===== config.mk =====
export PLATFORM = sky130hd
export DESIGN_NAME = instr_decode_issue_flat
export DESIGN_NICKNAME = d
export VERILOG_FILES = /design/src/rtl/instr_decode_issue_if.sv /design/src/rtl/instr_decode_issue.sv /design/src/flat_wrapper.sv
export SDC_FILE = /design/constraint.sdc
export NUM_CORES = 1
export LEC_CHECK = 0
export CAP_MARGIN = 20
export CORE_MARGIN = 2
export CORE_UTILIZATION = 45
export DETAILED_ROUTE_END_ITERATION = 8
export PLACE_DENSITY = 0.85
export SLEW_MARGIN = 25
export SYNTH_ARGS = -nofsm -noshare
export SYNTH_HDL_FRONTEND = slang
export SYNTH_SLANG_ARGS = --single-unit
export TNS_END_PERCENT = 50

===== constraint.sdc =====
create_clock -name clk -period 3 [get_ports clk]
set_input_delay 0.75 -clock clk [delete_from_list [all_inputs] [get_ports clk]]
set_output_delay 0.75 -clock clk [all_outputs]
set_load 0.01 [all_outputs]

===== src/rtl/instr_decode_issue_if.sv =====
// Fetch/issue/writeback handshake bundle for instr_decode_issue.
// master drives fetch, consumer-ready, writeback and flush; slave is the stage.
interface instr_decode_issue_if #(
   parameter int DATA_W = 32,
   parameter int REG_AW = 5
);
   logic              if_valid;
   logic              if_ready;
   logic [DATA_W-1:0] if_instr;
   logic [DATA_W-1:0] if_pc;
   logic              id_valid;
   logic              id_ready;
   logic [5:0]        id_opc;
   logic [REG_AW-1:0] id_rd;
   logic [REG_AW-1:0] id_rs1;
   logic [REG_AW-1:0] id_rs2;
   logic [DATA_W-1:0] id_imm;
   logic              id_use_imm;
   logic              id_we;
   logic [DATA_W-1:0] id_pc;
   logic              id_illegal;
   logic              wb_valid;
   logic [REG_AW-1:0] wb_rd;
   logic              flush;

   modport master (
      output if_valid, if_instr, if_pc,
      output id_ready, wb_valid, wb_rd, flush,
      input  if_ready, id_valid, id_opc,
      input  id_rd, id_rs1, id_rs2, id_imm,
      input  id_use_imm, id_we, id_pc, id_illegal
   );

   modport slave (
      input  if_valid, if_instr, if_pc,
      input  id_ready, wb_valid, wb_rd, flush,
      output if_ready, id_valid, id_opc,
      output id_rd, id_rs1, id_rs2, id_imm,
      output id_use_imm, id_we, id_pc, id_illegal
   );
endinterface


===== src/rtl/instr_decode_issue.sv =====
// Decode/issue stage: field split, operand select, scoreboard stall, 1-entry output reg.
// Optional WB_BYPASS_EN: hazard check ignores the register retiring this cycle.
module instr_decode_issue #(
   parameter int DATA_W   = 32,
   parameter int REG_AW   = 5,
   parameter int NUM_REGS = 32
) (
   input logic           clk,
   input logic           rst_n,
   instr_decode_issue_if.slave bus
);

   localparam logic [5:0] OP_ADD   = 6'h01;
   localparam logic [5:0] OP_SUB   = 6'h02;
   localparam logic [5:0] OP_STORE = 6'h03;
   localparam logic [5:0] OP_LOAD  = 6'h04;
   localparam logic [5:0] OP_MOVE  = 6'h05;
   localparam logic [5:0] OP_SGE   = 6'h06;
   localparam logic [5:0] OP_XOR   = 6'h0E;
   localparam logic [5:0] OP_NOT   = 6'h0F;
   localparam logic [5:0] OP_MOVEI = 6'h10;
   localparam logic [5:0] OP_SLI   = 6'h11;
   localparam logic [5:0] OP_SRI   = 6'h12;
   localparam logic [5:0] OP_ADDI  = 6'h13;
   localparam logic [5:0] OP_SUBI  = 6'h14;
   localparam logic [5:0] OP_JUMP  = 6'h15;
   localparam logic [5:0] OP_BRA   = 6'h16;

   typedef struct packed {
      logic              valid;
      logic [5:0]        opc;
      logic [REG_AW-1:0] rd;
      logic [REG_AW-1:0] rs1;
      logic [REG_AW-1:0] rs2;
      logic [DATA_W-1:0] imm;
      logic              use_imm;
      logic              we;
      logic              illegal;
      logic [DATA_W-1:0] pc;
   } bundle_t;

   bundle_t             q;
   bundle_t             d;
   logic [NUM_REGS-1:0] sb;
   logic [NUM_REGS-1:0] sb_n;
   logic [NUM_REGS-1:0] sb_chk;

   logic [5:0]        opc;
   logic [REG_AW-1:0] f_rd;
   logic [REG_AW-1:0] f_rs1;
   logic [REG_AW-1:0] f_rs2;
   logic [DATA_W-1:0] imm_s16;
   logic [DATA_W-1:0] imm_s26;
   logic [DATA_W-1:0] imm_z5;

   logic c_rr, c_r1, c_movei, c_ri;
   logic c_sh, c_st, c_bra, c_jmp;
   logic use1, use2, we, use_imm;
   logic [DATA_W-1:0] imm;
   logic hazard;
   logic ready;
   logic accept;

   assign opc     = bus.if_instr[31:26];
   assign f_rd    = bus.if_instr[25:21];
   assign f_rs1   = bus.if_instr[20:16];
   assign f_rs2   = bus.if_instr[15:11];
   assign imm_s16 = {{(DATA_W-16){bus.if_instr[15]}},
                     bus.if_instr[15:0]};
   assign imm_s26 = {{(DATA_W-26){bus.if_instr[25]}},
                     bus.if_instr[25:0]};
   assign imm_z5  = {{(DATA_W-5){1'b0}},
                     bus.if_instr[4:0]};

   // Opcode classes share one operand/immediate shape each.
   always_comb begin
      c_rr    = (opc == OP_ADD) || (opc == OP_SUB) ||
                ((opc >= OP_SGE) && (opc <= OP_XOR));
      c_r1    = (opc == OP_MOVE) || (opc == OP_NOT);
      c_movei = (opc == OP_MOVEI);
      c_ri    = (opc == OP_ADDI) || (opc == OP_SUBI) ||
                (opc == OP_LOAD);
      c_sh    = (opc == OP_SLI) || (opc == OP_SRI);
      c_st    = (opc == OP_STORE);
      c_bra   = (opc == OP_BRA);
      c_jmp   = (opc == OP_JUMP);
   end

   always_comb begin
      use1    = 1'b0;
      use2    = 1'b0;
      we      = 1'b0;
      use_imm = 1'b0;
      imm     = '0;
      unique case (1'b1)
         c_rr: begin
            use1 = 1'b1;
            use2 = 1'b1;
            we   = 1'b1;
         end
         c_r1: begin
            use1 = 1'b1;
            we   = 1'b1;
         end
         c_movei: begin
            we      = 1'b1;
            use_imm = 1'b1;
            imm     = imm_s16;
         end
         c_ri: begin
            use1    = 1'b1;
            we      = 1'b1;
            use_imm = 1'b1;
            imm     = imm_s16;
         end
         c_sh: begin
            use1    = 1'b1;
            we      = 1'b1;
            use_imm = 1'b1;
            imm     = imm_z5;
         end
         c_st: begin
            use1    = 1'b1;
            use2    = 1'b1;
            use_imm = 1'b1;
            imm     = imm_s16;
         end
         c_bra: begin
            use1    = 1'b1;
            use_imm = 1'b1;
            imm     = imm_s16;
         end
         c_jmp: begin
            use_imm = 1'b1;
            imm     = imm_s26;
         end
         default: begin
         end
      endcase
   end

   always_comb begin
      d         = '0;
      d.valid   = 1'b1;
      d.opc     = opc;
      d.rd      = we   ? f_rd  : '0;
      d.rs1     = use1 ? f_rs1 : '0;
      d.rs2     = use2 ? f_rs2 : '0;
      d.imm     = imm;
      d.use_imm = use_imm;
      d.we      = we;
      d.illegal = (opc > OP_BRA);
      d.pc      = bus.if_pc;
   end

   always_comb begin
      sb_chk = sb;
`ifdef WB_BYPASS_EN
      if (bus.wb_valid)
         sb_chk[bus.wb_rd] = 1'b0;
`endif
   end

   always_comb begin
      hazard = 1'b0;
      if (use1 && (f_rs1 != '0) && sb_chk[f_rs1])
         hazard = 1'b1;
      if (use2 && (f_rs2 != '0) && sb_chk[f_rs2])
         hazard = 1'b1;
      if (we && (f_rd != '0) && sb_chk[f_rd])
         hazard = 1'b1;
   end

   assign ready  = !bus.flush && !hazard &&
                   (!q.valid || bus.id_ready);
   assign accept = bus.if_valid && ready;

   // Set by a new issue must win over a same-cycle retire of that register.
   always_comb begin
      sb_n = sb;
      if (bus.wb_valid)
         sb_n[bus.wb_rd] = 1'b0;
      if (bus.flush && q.valid && !bus.id_ready && q.we)
         sb_n[q.rd] = 1'b0;
      if (accept && d.we && (d.rd != '0))
         sb_n[d.rd] = 1'b1;
      sb_n[0] = 1'b0;
   end

   always_ff @(posedge clk or negedge rst_n) begin
      if (!rst_n) begin
         q  <= '0;
         sb <= '0;
      end else begin
         sb <= sb_n;
         if (accept)
            q <= d;
         else if (bus.flush || (q.valid && bus.id_ready))
            q.valid <= 1'b0;
      end
   end

   assign bus.if_ready   = ready;
   assign bus.id_valid   = q.valid;
   assign bus.id_opc     = q.opc;
   assign bus.id_rd      = q.rd;
   assign bus.id_rs1     = q.rs1;
   assign bus.id_rs2     = q.rs2;
   assign bus.id_imm     = q.imm;
   assign bus.id_use_imm = q.use_imm;
   assign bus.id_we      = q.we;
   assign bus.id_pc      = q.pc;
   assign bus.id_illegal = q.illegal;

endmodule


===== src/flat_wrapper.sv =====
// flat-port wrapper written by rule: the top's interface ports become plain ports
module instr_decode_issue_flat 
#(
   parameter int DATA_W   = 32,
   parameter int REG_AW   = 5,
   parameter int NUM_REGS = 32
)
  (clk, rst_n, bus_if_valid, bus_if_instr, bus_if_pc, bus_id_ready, bus_wb_valid, bus_wb_rd, bus_flush, bus_if_ready, bus_id_valid, bus_id_opc, bus_id_rd, bus_id_rs1, bus_id_rs2, bus_id_imm, bus_id_use_imm, bus_id_we, bus_id_pc, bus_id_illegal);
  instr_decode_issue_if #(.DATA_W(DATA_W), .REG_AW(REG_AW)) bus_i ();
  input logic clk;
  input logic rst_n;
  input wire logic [$bits(bus_i.if_valid)-1:0] bus_if_valid;
  input wire logic [$bits(bus_i.if_instr)-1:0] bus_if_instr;
  input wire logic [$bits(bus_i.if_pc)-1:0] bus_if_pc;
  input wire logic [$bits(bus_i.id_ready)-1:0] bus_id_ready;
  input wire logic [$bits(bus_i.wb_valid)-1:0] bus_wb_valid;
  input wire logic [$bits(bus_i.wb_rd)-1:0] bus_wb_rd;
  input wire logic [$bits(bus_i.flush)-1:0] bus_flush;
  output wire logic [$bits(bus_i.if_ready)-1:0] bus_if_ready;
  output wire logic [$bits(bus_i.id_valid)-1:0] bus_id_valid;
  output wire logic [$bits(bus_i.id_opc)-1:0] bus_id_opc;
  output wire logic [$bits(bus_i.id_rd)-1:0] bus_id_rd;
  output wire logic [$bits(bus_i.id_rs1)-1:0] bus_id_rs1;
  output wire logic [$bits(bus_i.id_rs2)-1:0] bus_id_rs2;
  output wire logic [$bits(bus_i.id_imm)-1:0] bus_id_imm;
  output wire logic [$bits(bus_i.id_use_imm)-1:0] bus_id_use_imm;
  output wire logic [$bits(bus_i.id_we)-1:0] bus_id_we;
  output wire logic [$bits(bus_i.id_pc)-1:0] bus_id_pc;
  output wire logic [$bits(bus_i.id_illegal)-1:0] bus_id_illegal;
  assign bus_i.if_valid = bus_if_valid;
  assign bus_i.if_instr = bus_if_instr;
  assign bus_i.if_pc = bus_if_pc;
  assign bus_i.id_ready = bus_id_ready;
  assign bus_i.wb_valid = bus_wb_valid;
  assign bus_i.wb_rd = bus_wb_rd;
  assign bus_i.flush = bus_flush;
  assign bus_if_ready = bus_i.if_ready;
  assign bus_id_valid = bus_i.id_valid;
  assign bus_id_opc = bus_i.id_opc;
  assign bus_id_rd = bus_i.id_rd;
  assign bus_id_rs1 = bus_i.id_rs1;
  assign bus_id_rs2 = bus_i.id_rs2;
  assign bus_id_imm = bus_i.id_imm;
  assign bus_id_use_imm = bus_i.id_use_imm;
  assign bus_id_we = bus_i.id_we;
  assign bus_id_pc = bus_i.id_pc;
  assign bus_id_illegal = bus_i.id_illegal;
  instr_decode_issue #(.DATA_W(DATA_W), .REG_AW(REG_AW), .NUM_REGS(NUM_REGS)) u_core (.clk(clk), .rst_n(rst_n), .bus(bus_i));
endmodule

Yosys cells after proc, flatten, opt, wreduce, memory -nomap -nowiden
Cells that the tools add are included.
Widths: inputs -> output; s select.
{"block": "word_totals", "register_bits": 120, "elab_cells": 110}
{"block": "op_classes", "order_cmp": 12, "eq_ne": 13, "muxes": 28, "bitwise_logic": 5, "reduce_logical": 41}
{"operator": "$mux 32", "count": 3}
{"operator": "$pmux 32 s3", "count": 1}
{"operator": "$and 32x32->32", "count": 2}
{"operator": "$not 32->32", "count": 2}
{"operator": "$eq 6x5->1 const B", "count": 7}
{"operator": "$lt 5x6->1 const B", "count": 6}
{"operator": "$or 32x32->32", "count": 1}
{"operator": "$reduce_bool 5->1", "count": 4}
{"operator": "$logic_and 1x1->1", "count": 19}
{"operator": "$bmux 1 s5", "count": 3}
{"operator": "$demux 1 s5", "count": 3}
{"operator": "$ge 5x1->1 const B", "count": 3}
{"operator": "$mux 1", "count": 15}
{"operator": "$mux 5", "count": 3}
{"operator": "$eq 6x2->1 const B", "count": 2}
{"operator": "$eq 6x3->1 const B", "count": 2}
{"operator": "$reduce_or 6->1", "count": 2}
{"operator": "$logic_or 1x1->1", "count": 8}
{"operator": "$eq 6x1->1 const B", "count": 1}
{"operator": "$eq 6x4->1 const B", "count": 1}
{"operator": "$ge 6x3->1 const B", "count": 1}
{"operator": "$gt 6x5->1 const B", "count": 1}
{"operator": "$le 6x4->1 const B", "count": 1}
{"operator": "$reduce_or 5->1", "count": 1}
{"operator": "other kinds (4)", "count": 7}

Depth between registers and ports, before layout
{"block": "logic_depth", "depth_word": 17, "mapped_depth": 12, "depth_no_buf": 7}

Worst setup path after synthesis
OpenSTA, ideal clock, no wires.
{"block": "synth_timing", "path_type": "input port to output port", "from": "input port bus_if_instr[26]", "to": "output port bus_if_ready", "t_arrival_ns": 2.457, "required_time_ns": 2.250, "path_slack_ns": -0.207, "path_stages": 7, "path_cell_list": "buf_2 or2_2 a2111oi_0 a211oi_1 a21boi_0 a2111oi_2 nor2b_1"}
{"block": "synth_between", "elab_chain_len": 13}
{"item": "start: declaration", "line_no": "flat_wrapper.sv:13", "rtl": "input wire logic [$bits(bus_i.if_instr)-1:0] bus_if_instr;"}
{"item": "$ge 6x3->1 (tied with other cells)", "line_no": "instr_decode_issue.sv:78", "rtl": "((opc >= OP_SGE) && (opc <= OP_XOR));"}
{"item": "$logic_and 1x1->1 (tied with other cells)", "line_no": "instr_decode_issue.sv:78"}
{"item": "$logic_or 1x1->1, on equally long branches", "line_no": "instr_decode_issue.sv:77, instr_decode_issue.sv:81"}
{"item": "$reduce_or 6->1 (no source line)"}
{"item": "$mux 1", "line_no": "instr_decode_issue.sv:95", "rtl": "unique case (1'b1)"}
{"item": "$logic_and 1x1->1 (2 in series)", "line_no": "instr_decode_issue.sv:166", "rtl": "if (use1 && (f_rs1 != '0) && sb_chk[f_rs1])"}
{"item": "$mux 1", "line_no": "instr_decode_issue.sv:166"}
{"item": "$mux 1", "line_no": "instr_decode_issue.sv:168", "rtl": "if (use2 && (f_rs2 != '0) && sb_chk[f_rs2])"}
{"item": "$mux 1 *", "line_no": "instr_decode_issue.sv:170", "rtl": "if (we && (f_rd != '0) && sb_chk[f_rd])"}
{"item": "$logic_not 1->1 *", "line_no": "instr_decode_issue.sv:174", "rtl": "assign ready = !bus.flush && !hazard &&"}
{"item": "$logic_and 1x1->1 * (2 in series)", "line_no": "instr_decode_issue.sv:174"}
{"item": "end: declaration", "line_no": "flat_wrapper.sv:19", "rtl": "output wire logic [$bits(bus_i.if_ready)-1:0] bus_if_ready;"}
Every way passes the cells marked *; elsewhere a longest branch is shown, timed or not.

Final worst setup path
{"block": "layout_timing", "from": "input port bus_if_instr[11]", "to": "output port bus_if_ready"}
{"block": "layout_between", "elab_chain_len": 8}
{"item": "$bmux 1 s5 / $reduce_bool 5->1 (equally long branches)", "line_no": "instr_decode_issue.sv:168"}
{"item": "$mux 1 (implied by the code) / $logic_and 1x1->1 (equally long branches)", "line_no": "instr_decode_issue.sv:168"}
{"item": "$logic_and 1x1->1 *", "line_no": "instr_decode_issue.sv:168"}
{"item": "$mux 1 *", "line_no": "instr_decode_issue.sv:168"}
{"item": "$mux 1 *", "line_no": "instr_decode_issue.sv:170"}
{"item": "$logic_not 1->1 *", "line_no": "instr_decode_issue.sv:174"}
{"item": "$logic_and 1x1->1 * (2 in series)", "line_no": "instr_decode_issue.sv:174"}
Every way passes the cells marked *; elsewhere a longest branch is shown, timed or not. The select of a mux whose other input is x is not followed.

==> impl_metrics.json <==
{
  "status": "finished with violations",
  "violations": "negative setup slack",
  "slew_violations": 0,
  "critical_path.endpoint_type": "primary output",
  "syn_nets": 644,
  "maxCapViolCount": 0,
  "worstMarginPinSlew_ns": 0.758,
  "cts.sinks": 114,
  "track_usage_pct": 28.3,
  "drc": 0,
  "final_area_sq_mm": 0.00956,
  "p_per_area_mw_per_mm2": 552,
  "first_iter_violations": 452,
  "clk_pin_slew_ns": 0.06,
  "antenna_cells": 0,
  "die_area_sq_mm": 0.0148,
  "numCtsBuffers": 17,
  "fin_setup_tns_ns": -0.281,
  "avgViaCountPerCell": 5.83,
  "skew_ns": 0.0114,
  "crit_type": "input pin to primary output",
  "hold_buffers": 0,
  "finalPower_uw": 5280,
  "irDropWorstVdd_mv": 0.336,
  "clk_path_buf_depth": 2,
  "maxSlewHeadroom_pct": 49.5,
  "cp_data_required_time_ns": 2.25,
  "antenna_found_initial": 0,
  "ys_top_cells_by_area": "dfrtp_1 46%, mux2i_1 10%, mux2_2 7.8%, a41o_1 4.8%, mux4_2 4.7%",
  "hold_viol": 0,
  "first_pass_iters": 5,
  "wl_met3_um": 1680,
  "syn_inst": 569,
  "worst_path_max_delay_cell": "mux4_2",
  "cts_tree": "done",
  "grt_max_degree": 57,
  "yosys-top-cells-count": "114 x dfrtp_1, 62 x mux2i_1, 48 x a21oi_1, 45 x inv_1, 43 x mux2_2",
  "num_io_pins": 165,
  "power.leakage_uw": 0.00441,
  "synth_top_area_share_pct": 45.8,
  "numPortBuffers": 164,
  "rows": 43,
  "vias": 5884,
  "ys_seq_elements": 114,
  "core_region_area_sq_mm": 0.0137,
  "min_period_over_period_pct": 109,
  "die_w_um": 122,
  "wl_um": 21400,
  "cts.htree.levels": 4,
  "crit_chain": "buf_12 -> buf_6 -> mux2i_1 -> mux4_2 -> mux4_2 -> nor2_4 -> a2111oi_4 -> nor2b_4 -> buf_6",
  "fmax_mhz": 305,
  "grt_pass1_vias": 5825,
  "finalSetupViolCount": 1,
  "critical_path.max_fanout": 5,
  "met2WireLength_um": 10700,
  "syn_to_final_growth_pct": 53.3,
  "hp-class": "input pin to async pin",
  "yosysSeqAreaShare_pct": 45.8,
  "drt.antenna.violating_nets": 0,
  "yosysMostFrequentCell": "dfrtp_1",
  "layout-drive-gt1-share_pct": 27.8,
  "ys_types": 46,
  "fin_crit_ns": 3.28,
  "post_drt_wl_per_cell_um": 21.2,
  "root_buffer": "clkbuf_16",
  "synth_warnings": 0,
  "fillCellCount": 985,
  "multiInputGateArea_sq_mm": 0.00304,
  "overflow": 0,
  "clk-insertion-delay-late_ns": 0.42,
  "critical_path.max_stage_delay_ns": 0.51,
  "highest_layer": "met4",
  "register_area_sq_mm": 0.00285,
  "syn-cell-area_sq_mm": 0.00623,
  "nets": 892,
  "synth_area_leader_cell": "dfrtp_1",
  "rsz0062_at_grt": "yes",
  "initial_utilization_pct": 45.4,
  "synthFlopType": "dfrtp_1",
  "finalWorstSetupSlack_ns": -0.281,
  "cp.arrival_ns": 2.53,
  "gp_congestion": 1.02,
  "wl_met1_um": 8420,
  "placed_area_sq_mm": 0.00868,
  "syn_area_per_cell_sq_um": 11.0,
  "synth_edf_count": 0,
  "fin_util_pct": 69.7,
  "startpoint_type": "input pin",
  "chipHeight_um": 122,
  "dpl.hpwl_um": 14900,
  "synthArstFlopShare_pct": 100,
  "grt_pass1_wl_um": 31900
}
[layout by cell type (no fill, tap or decap), types with 4 or more instances in the layout]
master,Yosys,final
mux2_2,43,41
clkinvlp_4,0,4
inv_1,45,45
nand3b_1,5,5
nand2_1,40,40
clkbuf_2,0,5
nor2b_1,8,7
and3_1,4,4
mux2i_1,62,59
o21ai_0,32,31
a21oi_1,48,48
dfrtp_1,114,114
nor3_1,12,12
buf_6,13,8
clkbuf_16,0,21
mux4_2,13,14
a41o_1,30,30
nand3_1,6,6
nor2_1,17,17
clkdlybuf4s50_1,0,145
clkbuf_8,0,5
dlymetal6s2s_1,0,8
buf_4,6,90
buf_12,0,9
[path summary, 6_finish.rpt]
| check | startpoint | endpoint | slack (ns) | cells after the start |
|---|---|---|---|---|
| worst max-delay path | bus_if_instr[11] | bus_if_ready | -0.28 | 9 |
| worst min-delay path | rst_n | u_core.bus.id_pc[6]$_DFFE_PN0P_ | 0.39 | 1 |
| worst max register to register | u_core.sb[3]$_DFF_PN0_ | u_core.bus.id_pc[1]$_DFFE_PN0P_ | 0.10 | 10 |
| worst min register to register | u_core.bus.id_pc[14]$_DFFE_PN0P_ | u_core.bus.id_pc[14]$_DFFE_PN0P_ | 0.51 | 1 |
| max in group asynchronous | rst_n | u_core.bus.id_rs2[2]$_DFFE_PN0P_ | 1.96 | 2 |
| min in group clk | u_core.bus.id_pc[14]$_DFFE_PN0P_ | u_core.bus.id_pc[14]$_DFFE_PN0P_ | 0.51 | 1 |
[worst max-delay path: cells and delay by family]
family,cells,cell delay (ns)
multiplexers,3,1.08
AND/OR/NAND/NOR,2,0.29
AO/OA/AOI/OAI,1,0.05
buffers and inverters,3,0.35
[final cells by class]
| class | count | share of cell area [%] |
|---|---|---|
| Timing Repair Buffer | 274 | 28.0 |
| Inverter | 45 | 1.77 |
| Tap cell | 180 | 2.36 |
| Clock inverter | 10 | 1.05 |
| Multi-Input combinational cell | 365 | 31.8 |
| Clock buffer | 22 | 5.17 |
| Sequential cell | 114 | 29.8 |
[power breakdown]
part | total, uW | internal, uW | switching, uW
logic | 1390 | 791 | 604
clock network | 2000 | 1250 | 748
registers | 1890 | 1740 | 140
total | 5280 | 3790 | 1490
[cells by family after synthesis]
logic type      after synthesis  synth area share, %
compound gates              131                 14.1
fa+ha+maj                     1                0.161
mux                         121                 23.7
flops                       114                 45.8
simple gates                112                 8.91
buf+inv                      90                 7.43
[state kept, by name (all words and copies together) (netlist names)]
register	flops
u_core.sb	31
u_core.bus.id_we	1
u_core.bus.id_imm	26
u_core.bus.id_valid	1
u_core.bus.id_rs2	5
u_core.bus.id_pc	32
u_core.bus.id_illegal	1
u_core.bus.id_opc	6
u_core.bus.id_rd	5
u_core.bus.id_rs1	5
u_core.bus.id_use_imm	1
[what timing repair did]
| item | in CTS | in global routing |
|---|---|---|
| resized for setup | 31 | 43 |
| endpoints found under the hold margin | 0 | 0 |
| gates cloned | 0 | 4 |
| pin swaps | 6 | 8 |
| endpoints found under the setup margin | 115 | 108 |
| buffers inserted | 7 | 2 |
[metrics by stage]
stage               instances  setup WS [ns]  hold slack (ns)
floorplan                 569        -0.0416            0.454
detailed placement        967          -1.31            0.499
global placement          967          -1.32            0.490
global route             1010         -0.372            0.429
finish                   1010         -0.281            0.389
CTS                      1006         -0.441            0.417
[metal layers]
layer | track usage [%] | vias to the layer above
li1 | - | 2578
met1 | 36.5 | 2930
met2 | 46.3 | 318
met3 | 6.93 | 58
met4 | 10.9 | 0
met5 | 0 | -
No activity file was read; power rests on OpenSTA's default activity.
